--- src/rtl/nettlp_pkg.sv ---
// Shared NetTLP definitions: Ethernet TX source indices, arbiter defaults,
// arbiter state encoding and a saturating counter helper.
package nettlp_pkg;

  localparam int ETH_TX_SRC_TLP     = 0;
  localparam int ETH_TX_SRC_CMD     = 1;
  localparam int ETH_TX_SRC_PCIECFG = 2;
  localparam int ETH_TX_NUM_SRC     = 3;
  localparam int ETH_TX_MAX_BEATS   = 200;
  localparam int ETH_TX_IDX_W       = 2;

  typedef enum logic [1:0] {
    ST_ARB   = 2'd0,
    ST_FWD   = 2'd1,
    ST_DRAIN = 2'd2
  } eth_tx_arb_state_e;

  function automatic logic [15:0] sat_inc16(input logic [15:0] v);
    return (v == 16'hFFFF) ? v : v + 16'd1;
  endfunction

endpackage

--- src/rtl/eth_tx_arbiter_if.sv ---
// Source-side AXI-Stream bundle plus the MAC TX stream of the Ethernet TX arbiter.
interface eth_tx_arbiter_if #(
  parameter int NUM_SRC = 3
);
  logic [NUM_SRC-1:0]    s_tvalid;
  logic [NUM_SRC-1:0]    s_tready;
  logic [NUM_SRC-1:0]    s_tlast;
  logic [NUM_SRC*8-1:0]  s_tkeep;
  logic [NUM_SRC*64-1:0] s_tdata;
  logic                  eth_tready;
  logic                  eth_tvalid;
  logic                  eth_tlast;
  logic                  eth_tuser;
  logic [7:0]            eth_tkeep;
  logic [63:0]           eth_tdata;

  // master = sources and MAC environment, slave = the arbiter
  modport master (
    output s_tvalid, s_tlast, s_tkeep, s_tdata, eth_tready,
    input  s_tready, eth_tvalid, eth_tlast, eth_tuser, eth_tkeep, eth_tdata
  );

  modport slave (
    input  s_tvalid, s_tlast, s_tkeep, s_tdata, eth_tready,
    output s_tready, eth_tvalid, eth_tlast, eth_tuser, eth_tkeep, eth_tdata
  );
endinterface

--- src/rtl/rr_pick.sv ---
// Combinational round-robin selector: first set request after ptr, wrapping.
module rr_pick
  import nettlp_pkg::*;
#(
  parameter int N = 3
) (
  input  logic [N-1:0]              req,
  input  logic [ETH_TX_IDX_W-1:0]   ptr,
  output logic [N-1:0]              grant_oh,
  output logic [ETH_TX_IDX_W-1:0]   grant_idx
);

  // Scan farthest-to-nearest so the candidate right after ptr overrides the rest.
  always_comb begin
    int cand;
    logic [ETH_TX_IDX_W-1:0] cand_idx;
    grant_oh  = '0;
    grant_idx = '0;
    for (int k = N; k >= 1; k--) begin
      cand      = (int'(ptr) + k) % N;
      cand_idx  = ETH_TX_IDX_W'(cand);
      grant_oh  = req[cand_idx] ? ({{(N-1){1'b0}}, 1'b1} << cand_idx) : grant_oh;
      grant_idx = req[cand_idx] ? cand_idx : grant_idx;
    end
  end

endmodule

--- src/rtl/eth_tx_arbiter.sv ---
// Packet-granular arbiter sharing the 64-bit Ethernet TX stream between frame
// sources, with strict-priority class, round-robin fairness and beat-limit abort.
module eth_tx_arbiter
  import nettlp_pkg::*;
#(
  parameter int                 NUM_SRC   = ETH_TX_NUM_SRC,
  parameter logic [NUM_SRC-1:0] PRIO_MASK = 3'b010,
  parameter int                 MAX_BEATS = ETH_TX_MAX_BEATS
) (
  input  logic                    eth_clk,
  input  logic                    eth_rst,
  eth_tx_arbiter_if.slave         bus,
  output logic [ETH_TX_IDX_W-1:0] grant_idx,
  output logic [15:0]             abort_count
);

  localparam logic [8:0] LAST_BEAT = 9'(MAX_BEATS - 1);

  eth_tx_arb_state_e       state_r, state_s;
  logic [ETH_TX_IDX_W-1:0] grant_idx_r, rr_ptr_r, pr_idx_s, all_idx_s, win_idx_s;
  logic [NUM_SRC-1:0]      gnt_oh_r, pr_req_s, pr_oh_s, all_oh_s, win_oh_s;
  logic [8:0]              beat_cnt_r;
  logic [15:0]             abort_count_r;
  logic                    g_valid_s, g_last_s, xfer_s, at_limit_s, any_req_s;

  assign pr_req_s  = bus.s_tvalid & PRIO_MASK;
  assign any_req_s = |bus.s_tvalid;

  rr_pick #(.N(NUM_SRC)) u_pick_prio (
    .req(pr_req_s), .ptr(rr_ptr_r), .grant_oh(pr_oh_s), .grant_idx(pr_idx_s)
  );

  rr_pick #(.N(NUM_SRC)) u_pick_all (
    .req(bus.s_tvalid), .ptr(rr_ptr_r), .grant_oh(all_oh_s), .grant_idx(all_idx_s)
  );

  assign win_oh_s  = (|pr_req_s) ? pr_oh_s  : all_oh_s;
  assign win_idx_s = (|pr_req_s) ? pr_idx_s : all_idx_s;

  assign g_valid_s  = bus.s_tvalid[grant_idx_r];
  assign g_last_s   = bus.s_tlast[grant_idx_r];
  assign xfer_s     = (state_r == ST_FWD) && g_valid_s && bus.eth_tready;
  // Only a non-final beat at the limit aborts, so a frame of exactly MAX_BEATS passes.
  assign at_limit_s = (beat_cnt_r == LAST_BEAT) && !g_last_s;

  // State register.
  always_ff @(posedge eth_clk) begin
    if (eth_rst) begin
      state_r <= ST_ARB;
    end else begin
      state_r <= state_s;
    end
  end

  // Next-state logic; a grant is never preempted until tlast or abort drain ends.
  always_comb begin
    state_s = state_r;
    case (state_r)
      ST_ARB:   state_s = any_req_s ? ST_FWD : ST_ARB;
      ST_FWD: begin
        if (xfer_s && g_last_s) begin
          state_s = ST_ARB;
        end else if (xfer_s && at_limit_s) begin
          state_s = ST_DRAIN;
        end else begin
          state_s = ST_FWD;
        end
      end
      ST_DRAIN: state_s = (g_valid_s && g_last_s) ? ST_ARB : ST_DRAIN;
      default:  state_s = ST_ARB;
    endcase
  end

  // Output mux: pass-through in FWD, silent accept in DRAIN, idle in ARB.
  always_comb begin
    bus.eth_tvalid = 1'b0;
    bus.eth_tlast  = 1'b0;
    bus.eth_tuser  = 1'b0;
    bus.eth_tkeep  = 8'h00;
    bus.eth_tdata  = 64'h0;
    bus.s_tready   = '0;
    case (state_r)
      ST_FWD: begin
        bus.eth_tvalid = g_valid_s;
        bus.eth_tdata  = bus.s_tdata[int'(grant_idx_r) * 64 +: 64];
        bus.eth_tkeep  = bus.s_tkeep[int'(grant_idx_r) * 8 +: 8];
        bus.eth_tlast  = g_last_s | (g_valid_s & at_limit_s);
        bus.eth_tuser  = g_valid_s & at_limit_s;
        bus.s_tready   = gnt_oh_r & {NUM_SRC{bus.eth_tready}};
      end
      ST_DRAIN: bus.s_tready = gnt_oh_r;
      default:  bus.s_tready = '0;
    endcase
  end

  // Grant, round-robin pointer, beat counter and abort statistics.
  always_ff @(posedge eth_clk) begin
    if (eth_rst) begin
      grant_idx_r   <= '0;
      rr_ptr_r      <= ETH_TX_IDX_W'(NUM_SRC - 1);
      gnt_oh_r      <= '0;
      beat_cnt_r    <= 9'd0;
      abort_count_r <= 16'd0;
    end else begin
      if ((state_r == ST_ARB) && any_req_s) begin
        grant_idx_r <= win_idx_s;
        rr_ptr_r    <= win_idx_s;
        gnt_oh_r    <= win_oh_s;
      end
      if (xfer_s) begin
        beat_cnt_r <= (g_last_s || at_limit_s) ? 9'd0 : beat_cnt_r + 9'd1;
      end
      if (xfer_s && at_limit_s) begin
        abort_count_r <= sat_inc16(abort_count_r);
      end
    end
  end

  assign grant_idx   = grant_idx_r;
  assign abort_count = abort_count_r;

endmodule

--- src/flat_wrapper.sv ---
// flat-port wrapper written by rule: the top's interface ports become plain ports
module eth_tx_arbiter_flat import nettlp_pkg::*;
#(
  parameter int                 NUM_SRC   = ETH_TX_NUM_SRC,
  parameter logic [NUM_SRC-1:0] PRIO_MASK = 3'b010,
  parameter int                 MAX_BEATS = ETH_TX_MAX_BEATS
)
  (eth_clk, eth_rst, grant_idx, abort_count, bus_s_tvalid, bus_s_tlast, bus_s_tkeep, bus_s_tdata, bus_eth_tready, bus_s_tready, bus_eth_tvalid, bus_eth_tlast, bus_eth_tuser, bus_eth_tkeep, bus_eth_tdata);
  eth_tx_arbiter_if #(.NUM_SRC(NUM_SRC)) bus_i ();
  input  logic eth_clk;
  input  logic eth_rst;
  output logic [ETH_TX_IDX_W-1:0] grant_idx;
  output logic [15:0] abort_count;
  input wire logic [$bits(bus_i.s_tvalid)-1:0] bus_s_tvalid;
  input wire logic [$bits(bus_i.s_tlast)-1:0] bus_s_tlast;
  input wire logic [$bits(bus_i.s_tkeep)-1:0] bus_s_tkeep;
  input wire logic [$bits(bus_i.s_tdata)-1:0] bus_s_tdata;
  input wire logic [$bits(bus_i.eth_tready)-1:0] bus_eth_tready;
  output wire logic [$bits(bus_i.s_tready)-1:0] bus_s_tready;
  output wire logic [$bits(bus_i.eth_tvalid)-1:0] bus_eth_tvalid;
  output wire logic [$bits(bus_i.eth_tlast)-1:0] bus_eth_tlast;
  output wire logic [$bits(bus_i.eth_tuser)-1:0] bus_eth_tuser;
  output wire logic [$bits(bus_i.eth_tkeep)-1:0] bus_eth_tkeep;
  output wire logic [$bits(bus_i.eth_tdata)-1:0] bus_eth_tdata;
  assign bus_i.s_tvalid = bus_s_tvalid;
  assign bus_i.s_tlast = bus_s_tlast;
  assign bus_i.s_tkeep = bus_s_tkeep;
  assign bus_i.s_tdata = bus_s_tdata;
  assign bus_i.eth_tready = bus_eth_tready;
  assign bus_s_tready = bus_i.s_tready;
  assign bus_eth_tvalid = bus_i.eth_tvalid;
  assign bus_eth_tlast = bus_i.eth_tlast;
  assign bus_eth_tuser = bus_i.eth_tuser;
  assign bus_eth_tkeep = bus_i.eth_tkeep;
  assign bus_eth_tdata = bus_i.eth_tdata;
  eth_tx_arbiter #(.NUM_SRC(NUM_SRC), .PRIO_MASK(PRIO_MASK), .MAX_BEATS(MAX_BEATS)) u_core (.eth_clk(eth_clk), .eth_rst(eth_rst), .bus(bus_i), .grant_idx(grant_idx), .abort_count(abort_count));
endmodule
--- config.mk ---
export PLATFORM = sky130hd
export DESIGN_NAME = eth_tx_arbiter_flat
export DESIGN_NICKNAME = d
export VERILOG_FILES = /design/src/rtl/nettlp_pkg.sv /design/src/rtl/eth_tx_arbiter_if.sv /design/src/rtl/rr_pick.sv /design/src/rtl/eth_tx_arbiter.sv /design/src/flat_wrapper.sv
export SDC_FILE = /design/constraint.sdc
export NUM_CORES = 1
export LEC_CHECK = 0
export CAP_MARGIN = 25
export CORE_AREA = 2 2 125 127
export CTS_BUF_LIST = sky130_fd_sc_hd__clkbuf_2 sky130_fd_sc_hd__clkbuf_4 sky130_fd_sc_hd__clkbuf_8
export CTS_CLUSTER_DIAMETER = 120
export DETAILED_ROUTE_END_ITERATION = 8
export DIE_AREA = 0 0 127 129
export PLACE_DENSITY = 0.68
export RECOVER_POWER = 25
export SLEW_MARGIN = 20
export SYNTH_ARGS = -nofsm -noshare
export SYNTH_HDL_FRONTEND = slang
export SYNTH_SLANG_ARGS = --single-unit
--- constraint.sdc ---
create_clock -name eth_clk -period 3.13 [get_ports eth_clk]
set_input_delay 0.313 -clock eth_clk [delete_from_list [all_inputs] [get_ports eth_clk]]
set_output_delay 0.313 -clock eth_clk [all_outputs]
set_load 0.01 [all_outputs]
==> results of run 1 <==
sequential cells by signal, indices dropped and copies added (netlist names):
| name | flops |
|---|---|
| u_core.abort_count | 16 |
| u_core.beat_cnt_r | 9 |
| u_core.gnt_oh_r | 3 |
| u_core.rr_ptr_r | 2 |
| u_core.state_r | 2 |
| u_core.grant_idx | 1 |
where the power goes:
group,total (uW),internal [uW],switching (uW)
sequential,448,429,19.1
combinational,1010,603,406
clock,326,163,163
total,1780,1190,588
placed cells by master, fill, tap and decap left out, types with 7 or more instances in the layout:
| cell type | n |
|---|---|
| sky130_fd_sc_hd__a21oi_1 | 25 |
| sky130_fd_sc_hd__and2_1 | 79 |
| sky130_fd_sc_hd__buf_4 | 7 |
| sky130_fd_sc_hd__clkdlybuf4s50_1 | 304 |
| sky130_fd_sc_hd__dfxtp_1 | 31 |
| sky130_fd_sc_hd__dlygate4sd3_1 | 16 |
| sky130_fd_sc_hd__ha_1 | 9 |
| sky130_fd_sc_hd__inv_1 | 10 |
| sky130_fd_sc_hd__mux2i_1 | 76 |
| sky130_fd_sc_hd__nand2_1 | 97 |
| sky130_fd_sc_hd__nand3_1 | 12 |
| sky130_fd_sc_hd__nand4_1 | 7 |
| sky130_fd_sc_hd__nor2_1 | 11 |
| sky130_fd_sc_hd__o21ai_0 | 81 |
| sky130_fd_sc_hd__o31ai_1 | 11 |
| sky130_fd_sc_hd__or4_1 | 11 |
per-layer routing:
metal	routed length, um	up-vias	share of wire (%)
li1	-	2627	-
met1	8070	2351	43
met2	9360	171	50
met3	1180	15	6.3
met4	227	0	1.2
met5	0	-	0
worst max-delay path: stages, from the launching register on:
cell                              delay, ns
sky130_fd_sc_hd__dfxtp_1               0.34
sky130_fd_sc_hd__inv_1                 0.08
sky130_fd_sc_hd__ha_2                  0.38
sky130_fd_sc_hd__and2_0                0.43
sky130_fd_sc_hd__o21a_1                0.22
sky130_fd_sc_hd__and2_1                0.15
sky130_fd_sc_hd__clkdlybuf4s50_1       0.55
kinds of logic (layout without fill, tap and decap cells):
logic type / after synthesis / after routing / share of synthesized area [%]
and+or+nand+nor: 252 / 252 / 32.9
muxes: 78 / 78 / 19.5
DFF: 33 / 33 / 16.2
buffers and inverters: 58 / 348 / 6.11
xor gates and xnor gates: 7 / 7 / 1.50
AOI/OAI and AO/OA: 144 / 144 / 20.7
adders and majority gates: 10 / 10 / 3.07
per-stage QoR:
step | utilization (%) | cell area [um^2] | setup WS (ns) | total power, uW
2_1_floorplan | - | 4080 | 0.439 | 898
3_3_place_gp | 49.6 | 7430 | 0.568 | 1460
3_5_place_dp | 49.6 | 7430 | 0.539 | 1470
4_1_cts | 50.2 | 7520 | 0.384 | 1790
5_1_grt | 50.1 | 7510 | 0.224 | 1890
6_report | 50.1 | 7510 | 0.369 | 1780
cell type report:
type / count / area share (%)
repair buffers: 330 / 44.2
multi-input cells: 491 / 42.2
flip-flops and latches: 33 / 8.87
well taps: 188 / 3.13
clock buffers: 6 / 1.02
inverters: 10 / 0.500
clock inverters: 2 / 0.133
worst max-delay path by stage:
stage,from,to,cells after the start
floorplan,u_core.rr_ptr_r[0]$_SDFFE_PP0P_,u_core.gnt_oh_r[1]$_SDFFE_PP0P_,11
global placement,bus_s_tvalid[0],bus_eth_tuser,6
detailed placement,bus_s_tvalid[0],bus_eth_tuser,6
CTS,u_core.rr_ptr_r[0]$_SDFFE_PP0P_,bus_eth_tuser,5
global route,u_core.state_r[1]$_SDFF_PP0_,bus_s_tready[0],6
finish,u_core.state_r[1]$_SDFF_PP0_,bus_s_tready[0],6
==> impl_results.md, run 1 <==
- Worst hold stages: 2
- Post-CTS Setup Repair Bufs: 0
- Root Buffer Master: sky130_fd_sc_hd__clkbuf_8
- Register bit total from synthesis: 33
- Layout overhead on the synthesized area: 84.2%
- Vias: 5164
- Top flip-flop cell by instance count after synthesis: sky130_fd_sc_hd__dfxtp_1
- Worst Hold Class: reg2reg
- Total power divided by cell area: 237 nW/um^2
- Clock transition at path regs: 0.07 ns
- Total count of hold-check failures in the final report: 0
- WHS: 0.462 ns
- Setup slack of the worst register-to-register path: 0.62 ns
- Maximum number of pins on one net before global-route repair: 80
- Latest clock arrival within the worst-skew pair: 0.30 ns
- Share of post-route cells with drive strength above 1: 3.56%
- Path depth of the worst reg2reg path: 6
- Worst Path Required: 2.82 ns
- Drt via density: 4.87
- Worst supply voltage drop on vdd: 0.169 mV
- Synthesized area per cell: 7.00 um^2
- End of the worst register-to-register path: u_core.abort_count[3]$_SDFFE_PP0P_
- Antenna diode count: 0
- Hold_sp: u_core.gnt_oh_r[2]$_SDFFE_PP0P_
- Filler cell count in the final layout: 1490
- Clock tree sinks: 33
- Final number of max-transition violations: 0
- Total area of multi-input combinational cells: 3170 um^2
- Pin slew with the least headroom to its limit: 0.852 ns
- Leakage dissipation: 0.00260 uW
- Ports placed on the boundary: 321
- TritonCTS Buffers: 5
- Hold-fix buffers at CTS: 0
- Placeable core region: 15000 um^2
- Total congestion overflow after global routing: 0
- Sum Neg Setup Slack: 0 ns
- Synth warn: 0
- Routed length per instance: 17.8 um
- First-pass GRT wire length: 27800 um
- Largest buffer count on any clock path: 2
- Remaining routing DRC violations: 0
- Synthesized netlist cell count: 582
- Maxcap violations: 0
- Cell types occupying the most area after synthesis: sky130_fd_sc_hd__mux2i_1 (19%), sky130_fd_sc_hd__dfxtp_1 (16%), sky130_fd_sc_hd__and2_1 (12%)
- Final clock skew: 0.0113 ns
- Final setup viols: 0
- Die Height: 129 um
- Number of nets with antenna violations after detailed routing: 0
- Sequential cell area fraction in the yosys report: 16.2%
- Combined global-route utilization of all metal layers: 21.5%
- Global routing usage on met1: 27.8%
- Crit Reg-Reg Startpoint: u_core.state_r[1]$_SDFF_PP0_
- Post-layout nets: 1106
- Finished Layout Cells: 1060
- Met3 demand-to-capacity share in global routing: 4.45%
- Synth Net Count: 817
- Run status: finished, final reports clean
- Sort of element at the start of the critical path: register
- Initial antenna violation count: 0
- Proportion of netlist area held by the largest area contributor: 18.7%
- Endpoint of the worst hold path: u_core.gnt_oh_r[2]$_SDFFE_PP0P_
- Cell area after synthesis: 4080 um^2
- Crit Path Class: reg2out
- Layer with the highest usage: met2
- FF+latch area: 666 um^2
- Crit Path Max Fanout: 16
- Die boundary width: 127 um
- Number of enable-type register cells in the synthesized netlist: 0
- Ys async rst share: 0%
- Router iterations before antenna repair: 4
- GR Layer Usage met2: 37.5%
- Detailed router's first-iteration violation count: 283
- Worst path arrival time: 2.45 ns
- Die ar.: 16400 um^2
- Number of placed instances with taps included: 1052
- Unrepaired setup endpoints after global routing: false
- H-tree depth: 2
- Period utilization: 88.2%
- Aggregate routed wire length: 18800 um
- PortBufs: 320
- Initial standard-cell utilization of the core: 27.2%
- Max_slew headroom: 43.1%
- Global placer's final weighted congestion: 0.869
- PostCTS Resize Cnt: 0
- Peak Freq: 362 MHz
- Crit. End Element: output pin
- Synth unique cells: 54
- Number of rows created at floorplan: 45
- Shortest period the worst path allows: 2.76 ns
- TritonCTS clock tree: built
- Leading area contributor after synthesis: sky130_fd_sc_hd__mux2i_1
- Library cell with the highest instance count after synthesis: sky130_fd_sc_hd__nand2_1
- Most frequent cells after synthesis: sky130_fd_sc_hd__nand2_1 (97), sky130_fd_sc_hd__o21ai_0 (81), sky130_fd_sc_hd__and2_1 (80), sky130_fd_sc_hd__mux2i_1 (76), sky130_fd_sc_hd__dfxtp_1 (33)
- Number of global-route vias before repair: 4862
- Post-DP HPWL: 14800 um
(Power assumes the default switching activity.)
==> run 2: changes to the inputs <==
Settings changed: CAP_MARGIN 25 to 20, PLACE_DENSITY 0.68 to not set, PLACE_DENSITY_LB_ADDON set to 0.15.
==> run 2 against run 1 <==
Via count increased by 2.2%. Global-route usage increased by 2.0 points. The run now ends with max-capacitance violations left. Routed wire length rose by 6.3%. Final area shrank 0.43%. Final cell count about the same. Non-clock buffer count down 2. Sequential share of layout area barely moved. Highest routed layer unchanged. First-iteration DRC count increased by 7.1%.
==> impl_results.md, run 2 (synthesis results as in run 1) <==
- Layout overhead on the synthesized area: 83.4%
- Crit Path Class: in2reg
- Total congestion overflow after global routing: 0 (unchanged)
- Worst hold stages: 2 (unchanged)
- Post-layout nets: 1104 (-0.18%)
- Share of post-route cells with drive strength above 1: 3.10% (-0.45 points)
- Final setup viols: 0 (unchanged)
- Post-DP HPWL: 16100 um (+8.4%)
- Largest buffer count on any clock path: 2 (unchanged)
- Util after Layout: 49.9% (-0.22 points)
- Final clock skew: 0.00832 ns (-0.00294 ns)
- Detailed router's first-iteration violation count: 303 (+7.1%)
- Peak Freq: 365 MHz (+0.87%)
- Number of global-route vias before repair: 5150 (+5.9%)
- Worst setup slack after layout: 0.392 ns (+0.0239 ns)
- Aggregate routed wire length: 20000 um (+6.3%)
- FF+latch area: 666 um^2 (unchanged)
- Vias: 5276 (+2.2%)
- Hold-fix buffers at CTS: 0 (unchanged)
- Latest clock arrival within the worst-skew pair: 0.28 ns (-0.02 ns)
- Run status: finished with violations
- Post-CTS Setup Repair Bufs: 0 (unchanged)
- Final number of max-transition violations: 0 (unchanged)
- Worst supply voltage drop on vdd: 0.152 mV (-9.9%)
- Drt via density: 4.98 (+2.3%)
- Leakage dissipation: 0.00258 uW (-0.67%)
- Filler cell count in the final layout: 1425 (-4.4%)
- TritonCTS Buffers: 5 (unchanged)
- Path depth of the worst reg2reg path: 5 (-1)
- Die Height: 129 um (unchanged)
- Total power divided by cell area: 238 nW/um^2 (+0.40%)
- Ports placed on the boundary: 321 (unchanged)
- Router iterations before antenna repair: 7 (+3)
- Number of rows created at floorplan: 45 (unchanged)
- Sum Neg Setup Slack: 0 ns (unchanged)
- Pin slew with the least headroom to its limit: 1.49 ns (+0.636 ns)
- Cell area reported after detailed placement: 7400 um^2 (-0.37%)
- Max_slew headroom: 0.368% (-43 points)
- PortBufs: 320 (unchanged)
- Die boundary width: 127 um (unchanged)
- Maximum number of pins on one net before global-route repair: 77 (-3.8%)
- Finished layout cell area: 7480 um^2 (-0.43%)
- Placeable core region: 15000 um^2 (unchanged)
- Worst Path Required: 3.35 ns (+0.53 ns)
- Maxcap violations: 1 (+1)
- Worst Hold Class: reg2reg
- Max reg flops: 16 (unchanged)
- Worst path arrival time: 2.95 ns (+0.50 ns)
- Period utilization: 87.5% (-0.76 points)
- H-tree depth: 2 (unchanged)
- Die ar.: 16400 um^2 (unchanged)
- PostCTS Resize Cnt: 0 (unchanged)
- Post-place setup slack: 0.458 ns (-0.0808 ns)
- Routed length per instance: 18.9 um (+6.5%)
- Initial antenna violation count: 1 (+1)
- Total power: 1780 uW (about the same)
- Shortest period the worst path allows: 2.74 ns (-0.0239 ns)
- Combined global-route utilization of all metal layers: 23.5% (+2.0 points)
- Crit. End Element: register
- Failing checks: max-capacitance violations
- Total area of multi-input combinational cells: 3160 um^2 (-0.24%)
- Initial standard-cell utilization of the core: 27.2% (unchanged)
- Clock tree sinks: 33 (unchanged)
- Total count of hold-check failures in the final report: 0 (unchanged)
- Unrepaired setup endpoints after global routing: false
- Sort of element at the start of the critical path: input pin
- Root Buffer Master: sky130_fd_sc_hd__clkbuf_8
- Leading cell types in the layout, fill and taps excluded: sky130_fd_sc_hd__clkdlybuf4s50_1 (303), sky130_fd_sc_hd__nand2_1 (97), sky130_fd_sc_hd__o21ai_0 (83)
- TritonCTS clock tree: built
- Number of nets with antenna violations after detailed routing: 0 (unchanged)
- Global placer's final weighted congestion: 0.944 (+8.6%)
- Remaining routing DRC violations: 0 (unchanged)
- Crit Path Max Fanout: 24 (+8)
- First-pass GRT wire length: 30100 um (+8.2%)
- Clock transition at path regs: 0.07 ns (about the same)
- Most common cell after layout, fill and taps aside: sky130_fd_sc_hd__clkdlybuf4s50_1
-- run 2: area by class of cell --
class | instances | area share (%)
tap | 188 | 3.15
clock buffer | 6 | 1.02
sequential | 33 | 8.90
inverter | 10 | 0.502
antenna | 1 | 0.0335
clock inverter | 2 | 0.134
timing repair buffer | 328 | 44.0
multi-input combinational | 491 | 42.3
-- run 2: where the power goes --
group          leakage (uW)  internal, uW  switching (uW)
Combinational       0.00226           597             423
Clock             0.0000484           163             155
Sequential         0.000268           429            15.9
Total               0.00258          1190             594
-- run 2: critical path: stages --
cell,delay (ns)
sky130_fd_sc_hd__dlygate4sd3_1,0.71
sky130_fd_sc_hd__mux2i_1,0.22
sky130_fd_sc_hd__o21ai_4,0.25
sky130_fd_sc_hd__o211ai_1,0.60
sky130_fd_sc_hd__or4_1,0.69
sky130_fd_sc_hd__a21oi_1,0.17
-- run 2: metrics by stage --
stage / hold WS [ns] / instances
detailed placement: 0.451 / 1050
global route: 0.487 / 1059
CTS: 0.471 / 1058
finish: 0.468 / 1059
floorplan: 0.427 / 582
global placement: 0.446 / 1050
-- run 2: final timing paths --
| check | start | to | slack (ns) |
|---|---|---|---|
| worst max-delay path | bus_s_tvalid[0] | u_core.abort_count[7]$_SDFFE_PP0P_ | 0.39 |
| worst min-delay path | u_core.gnt_oh_r[2]$_SDFFE_PP0P_ | u_core.gnt_oh_r[2]$_SDFFE_PP0P_ | 0.47 |
| worst max register to register | u_core.abort_count[9]$_SDFFE_PP0P_ | u_core.abort_count[4]$_SDFFE_PP0P_ | 0.50 |
| worst min register to register | u_core.gnt_oh_r[2]$_SDFFE_PP0P_ | u_core.gnt_oh_r[2]$_SDFFE_PP0P_ | 0.47 |
-- run 2: layer usage --
metal | global-route usage [%] | wire length (um) | up-vias
met1 | 29.3 | 8300 | 2427
met5 | 0 | 0 | -
li1 | - | - | 2627
met3 | 5.49 | 1380 | 18
met4 | 4.46 | 264 | 0
met2 | 41.7 | 10100 | 204
==> run 3: changes to the inputs <==
Settings changed: CORE_AREA 2 2 125 127 to 2 2 123 125, CTS_BUF_LIST sky130_fd_sc_hd__clkbuf_2 sky130_fd_sc_hd__clkbuf_4 sky130_fd_sc_hd__clkbuf_8 to not set, DIE_AREA 0 0 127 129 to 0 0 125 127.
==> run 3 against run 2 <==
The flow now finishes without violations. Via count shrank 0.30%. Die area shrank 3.1%. Routed wire length shrank 3.2%. Sequential share of layout area shrank 0.14 points. Total power grew 14%. Core utilization grew 2.7 points. Combinational power is essentially flat. Final area grew 1.5%. Hold slack lost 0.017 ns. Clock-buffer cell count grew 1. Largest power group unchanged.
==> impl_results.md, run 3 (synthesis results as in run 1) <==
- Worst setup slack after layout: 0.420 ns (+0.0280 ns)
- Initial antenna violation count: 1 (unchanged)
- Leading cell types in the layout, fill and taps excluded: sky130_fd_sc_hd__clkdlybuf4s50_1 (303), sky130_fd_sc_hd__nand2_1 (97), sky130_fd_sc_hd__o21ai_0 (81)
- Hold_sp: u_core.gnt_oh_r[0]$_SDFFE_PP0P_
- Total congestion overflow after global routing: 0 (unchanged)
- Sum Neg Setup Slack: 0 ns (unchanged)
- Sort of element at the start of the critical path: input pin
- Die ar.: 15900 um^2 (-3.1%)
- Worst setup path startpoint: bus_s_tvalid[0]
- Vias: 5260 (-0.30%)
- Setup slack of the worst register-to-register path: 0.73 ns (+0.23 ns)
- Hold-fix buffers at CTS: 0 (unchanged)
- Number of rows created at floorplan: 44 (-2.2%)
- Latest clock arrival within the worst-skew pair: 0.28 ns (about the same)
- Final number of max-transition violations: 0 (unchanged)
- Combined global-route utilization of all metal layers: 23.4% (-0.12 points)
- Crit Path Max Fanout: 9 (-63%)
- Root Buffer Master: sky130_fd_sc_hd__clkbuf_16
- Post-place setup slack: 0.507 ns (+0.0484 ns)
- Router iterations before antenna repair: 4 (-3)
- Worst path arrival time: 2.40 ns (-0.55 ns)
- Filler cell count in the final layout: 1376 (-3.4%)
- Path depth of the worst reg2reg path: 7 (+2)
- Share of post-route cells with drive strength above 1: 3.21% (+0.11 points)
- Post-CTS Setup Repair Bufs: 0 (unchanged)
- WHS: 0.451 ns (-0.0168 ns)
- PostCTS Resize Cnt: 0 (unchanged)
- Maxcap violations: 0 (-1)
- Worst supply voltage drop on vdd: 0.183 mV (+20%)
- Total count of hold-check failures in the final report: 0 (unchanged)
- TritonCTS Buffers: 5 (unchanged)
- Util after Layout: 52.6% (+2.7 points)
- Die boundary width: 125 um (-1.6%)
- Maximum number of pins on one net before global-route repair: 80 (+3.9%)
- Aggregate routed wire length: 19400 um (-3.2%)
- First-pass GRT wire length: 30100 um (about the same)
- Die Height: 127 um (-1.6%)
- Global placer's final weighted congestion: 0.966 (+2.3%)
- Clock tree sinks: 33 (unchanged)
- Crit Reg-Reg Startpoint: u_core.rr_ptr_r[0]$_SDFFE_PP0P_
- End of the worst register-to-register path: u_core.gnt_oh_r[0]$_SDFFE_PP0P_
- Most common cell after layout, fill and taps aside: sky130_fd_sc_hd__clkdlybuf4s50_1
- Total power divided by cell area: 268 nW/um^2 (+12%)
- TritonCTS clock tree: built
- Unrepaired setup endpoints after global routing: false
- Ports placed on the boundary: 321 (unchanged)
- Final clock skew: 0.00417 ns (-0.00414 ns)
- Detailed router's first-iteration violation count: 306 (+0.99%)
- Number of nets with antenna violations after detailed routing: 0 (unchanged)
- Remaining routing DRC violations: 0 (unchanged)
- Layout overhead on the synthesized area: 86.2%
- Crit. End Element: output pin
- Placeable core region: 14400 um^2 (-3.7%)
- Worst Hold Class: reg2reg
- Shortest period the worst path allows: 2.71 ns (-0.0280 ns)
- Internal power: 1430 uW (+20%)
- Max reg flops: 16 (unchanged)
- Net Switching: 608 uW (+2.5%)
- Final setup viols: 0 (unchanged)
- H-tree depth: 2 (unchanged)
- Crit Path Class: in2out
- Post-DP HPWL: 15200 um (-5.1%)
- Number of global-route vias before repair: 5360 (+4.1%)
- Gate power share: 49.8% (-7.4 points)
- Post-layout nets: 1105 (+0.091%)
- Period utilization: 86.6% (-0.90 points)
- Largest buffer count on any clock path: 2 (unchanged)
- Worst Path Required: 2.82 ns (-0.53 ns)
- Crit path to: bus_eth_tlast
- Leakage dissipation: 0.00264 uW (+2.3%)
- Peak Freq: 369 MHz (+1.0%)
- Drt via density: 4.98 (about the same)
- Initial standard-cell utilization of the core: 28.3% (+1.0 points)
- Clock transition at path regs: 0.05 ns (-0.02 ns)
- Run status: finished, final reports clean
- Clock network fraction of total power: 28.2% (+10 points)
- PortBufs: 320 (unchanged)
- Max_slew headroom: 52.9% (+53 points)
- Sequential power share: 22.0% (-3.0 points)
- Proportion of total power due to net switching: 29.9% (-3.4 points)
- Routed length per instance: 18.4 um (-3.0%)
- Pin slew with the least headroom to its limit: 0.705 ns (-0.783 ns)
==> run 3: cell types whose count changed in the layout (fill, tap and decap cells not counted), sizes merged <==
cell    before  now
clkinv       2    0
clkbuf       6    7
buf          8    9
bufinv       0    1
==> run 3: routing by layer <==
| metal | routed length (um) | global-route usage, % |
|---|---|---|
| met1 | 8150 | 29.5 |
| met2 | 9760 | 42.0 |
| met3 | 1110 | 4.02 |
| met4 | 365 | 4.97 |
| met5 | 0 | 0 |
==> run 3: through the flow <==
stage,power [uW],cell area [um^2],std cells
2_1_floorplan,898,4080,582
3_3_place_gp,1450,7420,1047
3_5_place_dp,1470,7420,1047
4_1_cts,2050,7590,1055
5_1_grt,2150,7590,1056
6_report,2040,7590,1056
==> run 3: area by class of cell <==
class | count | area [um^2] | area share [%]
multi-input cells | 491 | 3170 | 41.8
repair buffers | 329 | 3310 | 43.6
inverters | 10 | 37.5 | 0.494
clock buffers | 7 | 143 | 1.88
clock inverters | 1 | 30.0 | 0.396
flip-flops and latches | 33 | 666 | 8.77
diodes | 1 | 2.50 | 0.0330
well taps | 184 | 230 | 3.03
==> run 3: how the worst min path moves through the flow <==
stage | endpoint | slack (ns) | cells past startpoint
after floorplan | u_core.gnt_oh_r[2]$_SDFFE_PP0P_ | 0.43 | 2
after global placement | u_core.gnt_oh_r[2]$_SDFFE_PP0P_ | 0.44 | 2
after detailed placement | u_core.gnt_oh_r[2]$_SDFFE_PP0P_ | 0.44 | 2
after CTS | u_core.gnt_oh_r[0]$_SDFFE_PP0P_ | 0.45 | 2
after global routing | u_core.gnt_oh_r[2]$_SDFFE_PP0P_ | 0.48 | 2
final | u_core.gnt_oh_r[0]$_SDFFE_PP0P_ | 0.45 | 2
==> run 3: power groups by stage <==
stage                     registers, uW  logic [uW]  clock network (uW)
after floorplan                     445         452                   0
after global placement              455         999                   0
after detailed placement            456        1010                   0
after CTS                           447        1020                 582
after global routing                449        1100                 607
final                               447        1010                 575
==> run 3: worst max-delay path, cell delays in order <==
cell and delay [ns]:
sky130_fd_sc_hd__dlygate4sd3_1 0.70, sky130_fd_sc_hd__mux2i_1 0.20, sky130_fd_sc_hd__o21ai_4 0.29, sky130_fd_sc_hd__o21ai_0 0.14
sky130_fd_sc_hd__nor2_1 0.16, sky130_fd_sc_hd__clkdlybuf4s50_1 0.59
